<file path="config.mk">
export PLATFORM = sky130hd
export DESIGN_NAME = serial_add
export DESIGN_NICKNAME = d
export VERILOG_FILES = /design/src/rtl/serial_add.sv
export SDC_FILE = /design/constraint.sdc
export NUM_CORES = 1
export LEC_CHECK = 0
export ABC_AREA = 1
export BUFFER_PORTS_ARGS = -buffer_cell sky130_fd_sc_hd__clkbuf_2
export CAP_MARGIN = 5
export CORE_UTILIZATION = 50
export CTS_BUF_LIST = sky130_fd_sc_hd__clkbuf_8
export DETAILED_ROUTE_END_ITERATION = 12
export PLACE_DENSITY = 0.72
export SYNTH_ARGS = -nofsm -noshare
export SYNTH_HDL_FRONTEND = slang
export SYNTH_SLANG_ARGS = --single-unit
</file>
<file path="constraint.sdc">
create_clock -name clk -period 1.1 [get_ports clk]
set_input_delay 0.055 -clock clk [delete_from_list [all_inputs] [get_ports clk]]
set_output_delay 0.055 -clock clk [all_outputs]
set_load 0.1 [all_outputs]
</file>
<file path="src/rtl/serial_add.sv">
// -----------------------------------------------------------------------------
// serial_add
//
// Multi-cycle unsigned adder. It adds two WIDTH-bit operands and a carry-in,
// DIGIT bits per clock, using one DIGIT-wide adder slice over N = WIDTH/DIGIT
// cycles. A start/done handshake connects it to its controller.
//
// Parameters
//   WIDTH  operand/sum width in bits (>= 1)
//   DIGIT  bits added per cycle (1..WIDTH, must divide WIDTH)
//
// Ports
//   clk    in   1      clock, rising edge
//   rst    in   1      asynchronous active-high reset
//   start  in   1      request, sampled only while not busy
//   a, b   in   WIDTH  operands, sampled with start
//   ci     in   1      carry-in, sampled with start
//   busy   out  1      operation in progress
//   done   out  1      one-cycle pulse when s/co (and ov) are updated
//   s      out  WIDTH  sum, held until the next completion
//   co     out  1      carry-out, held until the next completion
//   ov     out  1      two's-complement overflow (only with SERIAL_ADD_OVF_EN)
//
// Build option
//   SERIAL_ADD_OVF_EN : when defined, adds the ov output and its logic.
// -----------------------------------------------------------------------------
module serial_add #(
  parameter int WIDTH = 8,
  parameter int DIGIT = 1
) (
  input  logic             clk,
  input  logic             rst,
  input  logic             start,
  input  logic [WIDTH-1:0] a,
  input  logic [WIDTH-1:0] b,
  input  logic             ci,
  output logic             busy,
  output logic             done,
  output logic [WIDTH-1:0] s,
  output logic             co
`ifdef SERIAL_ADD_OVF_EN
  ,
  output logic             ov
`endif
);

  localparam int N     = WIDTH / DIGIT;
  localparam int CNT_W = (N > 1) ? $clog2(N) : 1;
  // Partial-sum register only needs the digits that precede the last one;
  // the last digit goes straight into s on the completing edge.
  localparam int SH_W  = (N > 1) ? (WIDTH - DIGIT) : 1;
  localparam logic [CNT_W-1:0] CNT_LAST = CNT_W'(N - 1);

  // Reject illegal parameter combinations at elaboration
  if ((WIDTH < 1) || (DIGIT < 1) || (DIGIT > WIDTH) || ((WIDTH % DIGIT) != 0)) begin : g_bad_param
    $error("serial_add: illegal WIDTH=%0d / DIGIT=%0d", WIDTH, DIGIT);
  end

  typedef enum logic [1:0] {
    IDLE = 2'd0,
    RUN  = 2'd1,
    DONE = 2'd2
  } state_t;

  // One DIGIT-wide adder slice: returns {carry_out, digit_sum}
  function automatic logic [DIGIT:0] digit_add(input logic [DIGIT-1:0] x,
                                               input logic [DIGIT-1:0] y,
                                               input logic             cin);
    digit_add = {1'b0, x} + {1'b0, y} + {{DIGIT{1'b0}}, cin};
  endfunction

`ifdef SERIAL_ADD_OVF_EN
  // Carry into the MSB is recovered as x ^ y ^ sum at that bit position;
  // overflow is that carry XOR the carry out of the MSB.
  function automatic logic msb_overflow(input logic x_msb,
                                        input logic y_msb,
                                        input logic sum_msb,
                                        input logic cout);
    msb_overflow = cout ^ (x_msb ^ y_msb ^ sum_msb);
  endfunction
`endif

  state_t             state_r,     state_nxt_s;
  logic [WIDTH-1:0]   a_sh_r,      a_sh_nxt_s;
  logic [WIDTH-1:0]   b_sh_r,      b_sh_nxt_s;
  logic [SH_W-1:0]    s_sh_r,      s_sh_nxt_s;
  logic               carry_r,     carry_nxt_s;
  logic [CNT_W-1:0]   cnt_r,       cnt_nxt_s;
  logic               busy_nxt_s;
  logic               done_nxt_s;
  logic [WIDTH-1:0]   s_nxt_s;
  logic               co_nxt_s;
`ifdef SERIAL_ADD_OVF_EN
  logic               ov_nxt_s;
`endif

  logic [DIGIT:0]     sum_dig_s;
  logic [WIDTH-1:0]   s_full_s;

  // Current digit sum from the low digits of the operand shift registers
  assign sum_dig_s = digit_add(a_sh_r[DIGIT-1:0], b_sh_r[DIGIT-1:0], carry_r);

  // Partial sum with the new digit entering from the MSB end
  if (N > 1) begin : g_shift
    assign s_full_s = {sum_dig_s[DIGIT-1:0], s_sh_r};
  end else begin : g_single
    assign s_full_s = sum_dig_s[DIGIT-1:0];
  end

  // Next-state and next-datapath logic for the IDLE/RUN/DONE controller
  always_comb begin
    state_nxt_s = state_r;
    a_sh_nxt_s  = a_sh_r;
    b_sh_nxt_s  = b_sh_r;
    s_sh_nxt_s  = s_sh_r;
    carry_nxt_s = carry_r;
    cnt_nxt_s   = cnt_r;
    busy_nxt_s  = busy;
    done_nxt_s  = 1'b0;
    s_nxt_s     = s;
    co_nxt_s    = co;
`ifdef SERIAL_ADD_OVF_EN
    ov_nxt_s    = ov;
`endif

    case (state_r)
      // DONE accepts a new request exactly like IDLE, giving back-to-back ops
      IDLE, DONE: begin
        if (start) begin
          a_sh_nxt_s  = a;
          b_sh_nxt_s  = b;
          s_sh_nxt_s  = {SH_W{1'b0}};
          carry_nxt_s = ci;
          cnt_nxt_s   = {CNT_W{1'b0}};
          busy_nxt_s  = 1'b1;
          state_nxt_s = RUN;
        end else begin
          busy_nxt_s  = 1'b0;
          state_nxt_s = IDLE;
        end
      end

      RUN: begin
        a_sh_nxt_s  = a_sh_r >> DIGIT;
        b_sh_nxt_s  = b_sh_r >> DIGIT;
        s_sh_nxt_s  = s_full_s[WIDTH-1 -: SH_W];
        carry_nxt_s = sum_dig_s[DIGIT];
        cnt_nxt_s   = cnt_r + CNT_W'(1);
        if (cnt_r == CNT_LAST) begin
          // Completing edge: publish the result, the only time s/co move
          s_nxt_s     = s_full_s;
          co_nxt_s    = sum_dig_s[DIGIT];
`ifdef SERIAL_ADD_OVF_EN
          ov_nxt_s    = msb_overflow(a_sh_r[DIGIT-1], b_sh_r[DIGIT-1],
                                     sum_dig_s[DIGIT-1], sum_dig_s[DIGIT]);
`endif
          cnt_nxt_s   = {CNT_W{1'b0}};
          done_nxt_s  = 1'b1;
          busy_nxt_s  = 1'b0;
          state_nxt_s = DONE;
        end else begin
          state_nxt_s = RUN;
        end
      end

      default: begin
        busy_nxt_s  = 1'b0;
        state_nxt_s = IDLE;
      end
    endcase
  end

  // State, datapath and registered outputs; reset discards any partial result
  always_ff @(posedge clk or posedge rst) begin
    if (rst) begin
      state_r <= IDLE;
      a_sh_r  <= {WIDTH{1'b0}};
      b_sh_r  <= {WIDTH{1'b0}};
      s_sh_r  <= {SH_W{1'b0}};
      carry_r <= 1'b0;
      cnt_r   <= {CNT_W{1'b0}};
      busy    <= 1'b0;
      done    <= 1'b0;
      s       <= {WIDTH{1'b0}};
      co      <= 1'b0;
`ifdef SERIAL_ADD_OVF_EN
      ov      <= 1'b0;
`endif
    end else begin
      state_r <= state_nxt_s;
      a_sh_r  <= a_sh_nxt_s;
      b_sh_r  <= b_sh_nxt_s;
      s_sh_r  <= s_sh_nxt_s;
      carry_r <= carry_nxt_s;
      cnt_r   <= cnt_nxt_s;
      busy    <= busy_nxt_s;
      done    <= done_nxt_s;
      s       <= s_nxt_s;
      co      <= co_nxt_s;
`ifdef SERIAL_ADD_OVF_EN
      ov      <= ov_nxt_s;
`endif
    end
  end

endmodule
</file>
# After elaboration in Yosys (flattened, before gate mapping)
# Cells that the tools add are included.
# word_totals
input_bits	20
word_cells	42
output_inout_bits	11
reg_bits	40
# op_classes
n_reduce_logical	5
add_sub_neg	3
n_mux	19
eq_ne	5
# op_table
operator	count
$pmux W8 S2	2
$mux W8	2
$pmux W7 S2	1
$mux W7	1
$mux W1	6
$mux W3	2
$pmux W3 S2	1
$ne A2 B2 Y1 const B	2
$pmux W1 S2	2
$pmux W2 S2	1
$reduce_and A2 Y1	2
$add A3 B1 Y3 const B	1
$eq A3 B3 Y1 const B	1
$add A1 B1 Y2	1
$add A2 B1 Y2	1
$eq A2 B1 Y1 const B	1
$eq A2 B2 Y1 const B	1
$logic_not A2 Y1	1
$mux W2	1
$reduce_bool A2 Y1	1
$reduce_or A2 Y1	1

# Depth between registers and ports, before layout
# depth
word_depth	4
ltp_mapped	8
ltp_nobuf	6

# Worst setup path after synthesis
# No wires, ideal clock.
# synth_path
path_type	register to register
start	reg done (netlist name)
end	reg b_sh_r[6]
slack_ns	-0.682
required_ns	0.982
stages_incl_launch_ff	7
setup_time_ns	0.118
n_path_buf	1
t_arrival_ns	1.665
synth_period_minus_slack_ns	1.782
cell_sequence	dfrtp_1 > inv_2 > nand2_4 > buf_2 > nand2_1 > nand3_1 > nand2_1
# synth_lines
element	line_no	source
end signal, assigned	178	b_sh_r <= {WIDTH{1'b0}};
end signal, assigned	192	b_sh_r <= b_sh_nxt_s;
end, declared	85	logic [WIDTH-1:0] b_sh_r, b_sh_nxt_s;

==> results.md <==
- FMAX: 0.817 GHz
- Mapped Cells: 223
- First-pass GRT wire length: 7550 um
- Worst hold-check path type: input port to flip-flop
- CTS root buf: clkbuf_8
- Worst setup margin: -124 ps
- Arrival time worst endpoint: 1460 ps
- DR WL/cell: 16.7 um
- Yosys cell types: 21
- Top layer in use: met4
- Hold path cells: 5
- Die W: 63 um
- R2R cell count: 6
- Yosys warns: 0
- Core Region: 0.00344 mm2
- Met3 wire len: 244 um
- Max_slew headroom: 85.4%
- Met2 WL: 2820 um
- Worst setup EP type: flip-flop
- Failing checks: setup timing
- CTS clk-pin slew, worst paths: 80 ps
- Setup violations, final: 39
- Final design instance area without fill: 0.00290 mm2
- CTS Buf Count: 5
- Sink Count: 39
- Die H: 63 um
- Mapped Nets: 246
- Via count: 1,674
- Worst EP required: 1330 ps
- RR Startpoint: done
- Routed wire length: 5380 um
- # DRC: 0
- Setup CP Type: flip-flop to flip-flop
- RSZ-0062 raised after global routing: true
- Row count: 21
- Largest net degree at the start of global routing: 40
- Overflow after GRT: 0
- Status: finished with violations
- Wl on met1: 2210 um
- Hpwl dp: 2630 um
- GP Congestion: 0.740
- Initial antenna violation count: 0
- Diode count: 0
- Initial DRC count: 154
- Layout Area Growth over Synthesis: 56.0%
- CTS H-tree lvls: 2
- Synthesized flop and latch total: 39
- Final Slew Violations: 0
- Hold Startpoint: b[4]
- Initial Util: 54.1%
- Final #Nets: 298
- Max Cap Viol: 0
- GRT Total Usage: 25.1%
- Hold path endpoint: b_sh_r[4]
- Final min period: 1220 ps
- Clock latency on the worst-skew pair: 300 ps
- Clock buffer depth: 2
- Worst R2R End: a_sh_r[1]
- Worst Clk Skew: 14.3 ps
- Layout cells sized above 1: 50.4%
- CTS tree: done
- Worst-path maximum fanout: 8
- I/O pin count: 31
- Sequential element share of the synthesized area: 52.5%
- Cell Area, Placed: 0.00239 mm2
- Vias per cell: 5.20
- Antenna viol nets, final: 0
- Avg Synthesized Cell Area: 8.34 um2
- Final count of hold timing violations: 0
- Vias in the first global route: 1,642
- R2r setup slk: -120 ps
- Mapped Area: 0.00186 mm2
- Least-Margin Pin Slew: 219 ps
- Die area: 0.00397 mm2
- CP startpoint kind: flip-flop
- Final cycle utilization of the critical path: 111%
- Port Buffers: 30
- TritonRoute pass-1 iters: 6
==> timing repair <==
item | 4_1_cts | 5_1_grt
cloned | 2 | 1
setup buffers | 0 | 1
endpoints found under the hold margin | 41 | 0
pin swaps | 17 | 13
endpoints found under the setup margin | 39 | 39
hold buffers | 3 | 0
gates resized for setup | 52 | 40
==> cell type report <==
type	instances	area [um2]
clock buffers	6	82.6
repair buffers	51	594
well taps	46	57.6
clock inverters	2	8.76
fillers	178	541
inverters	44	183
multi-input cells	133	983
flip-flops and latches	39	981
repair inverters	1	11.3
==> flip-flops by register name, summed over array words and instances (netlist names) <==
name and count:
done 1, busy 1, state_r 1, cnt_r 3, carry_r 1, b_sh_r 8, co 1, a_sh_r 8
s_sh_r 7, s 8
==> layout by cell type, fill, tap and decap left out <==
cell type and n:
buf_12 16, buf_4 4, buf_6 7, buf_8 1
clkbuf_16 1, clkbuf_2 19, clkbuf_8 6, clkinv_1 1
clkinv_2 1, dfrtp_1 37, dfrtp_2 1, dfrtp_4 1
dlygate4sd3_1 3, fa_2 1, ha_2 1, ha_4 1
inv_1 40, inv_12 1, inv_2 2, inv_6 1
inv_8 1, nand2_1 37, nand2_2 25, nand2_4 13
nand2_8 4, nand3_1 15, nand3_2 15, nor2_4 2
o21ai_0 1, o21ai_1 3, o21ai_2 15
==> cell usage after synthesis, drive strengths merged <==
cell type  instances  share of area (%)
nand2             78                 17
dfrtp             39                 52
buf                7                3.1
inv               43                8.8
clkinv             1               0.20
nor2               2               0.81
o21ai             19                6.7
clkbuf             1               0.20
fa                 1                1.1
nand3             30                8.1
ha                 2                1.3
==> per-stage QoR <==
stage               setup TNS [ps]  std cells  setup slack [ps]  utilization [%]  hold WS, ps
finish                       -2880        322              -124             84.3         72.5
global route                 -4320        322              -150             84.3          107
CTS                          -1590        320             -70.8             79.1         76.0
detailed placement           -2330        307              -128             69.3          105
global placement             -1510        307             -82.5             69.3          109
floorplan                    -6330        223              -237                -          182
==> worst max path at each step <==
stage	startpoint	end	slack (ps)
final	done	a_sh_r[1]	-120
after global placement	cnt_r[0]	cnt_r[0]	-80
after global routing	done	a_sh_r[1]	-150
after floorplan	done	s[0]	-240
after detailed placement	cnt_r[0]	co	-130
after CTS	cnt_r[0]	co	-70
==> cells by family after synthesis <==
kind of cell / after synthesis / share of synthesized area [%]
simple gates: 110 / 26.1
buf+inv: 52 / 12.3
flops: 39 / 52.5
compound gates: 19 / 6.72
fa+ha+maj: 3 / 2.42
==> worst max-delay path, stage by stage, from the launching register on <==
cell and delay [ps]:
dfrtp_4 530, inv_6 100, nand2_8 100, buf_8 170, nand2_2 80, nand3_2 80, nand2_1 90
==> routing by layer <==
metal	GRT usage, %	vias to the layer above
met5	0	-
met4	9.01	0
met3	5.11	14
met2	42.9	53
met1	31.3	825
li1	-	782
Power is not shown: default switching activity piles up to over one toggle a cycle in this logic, so the estimate is an artifact.
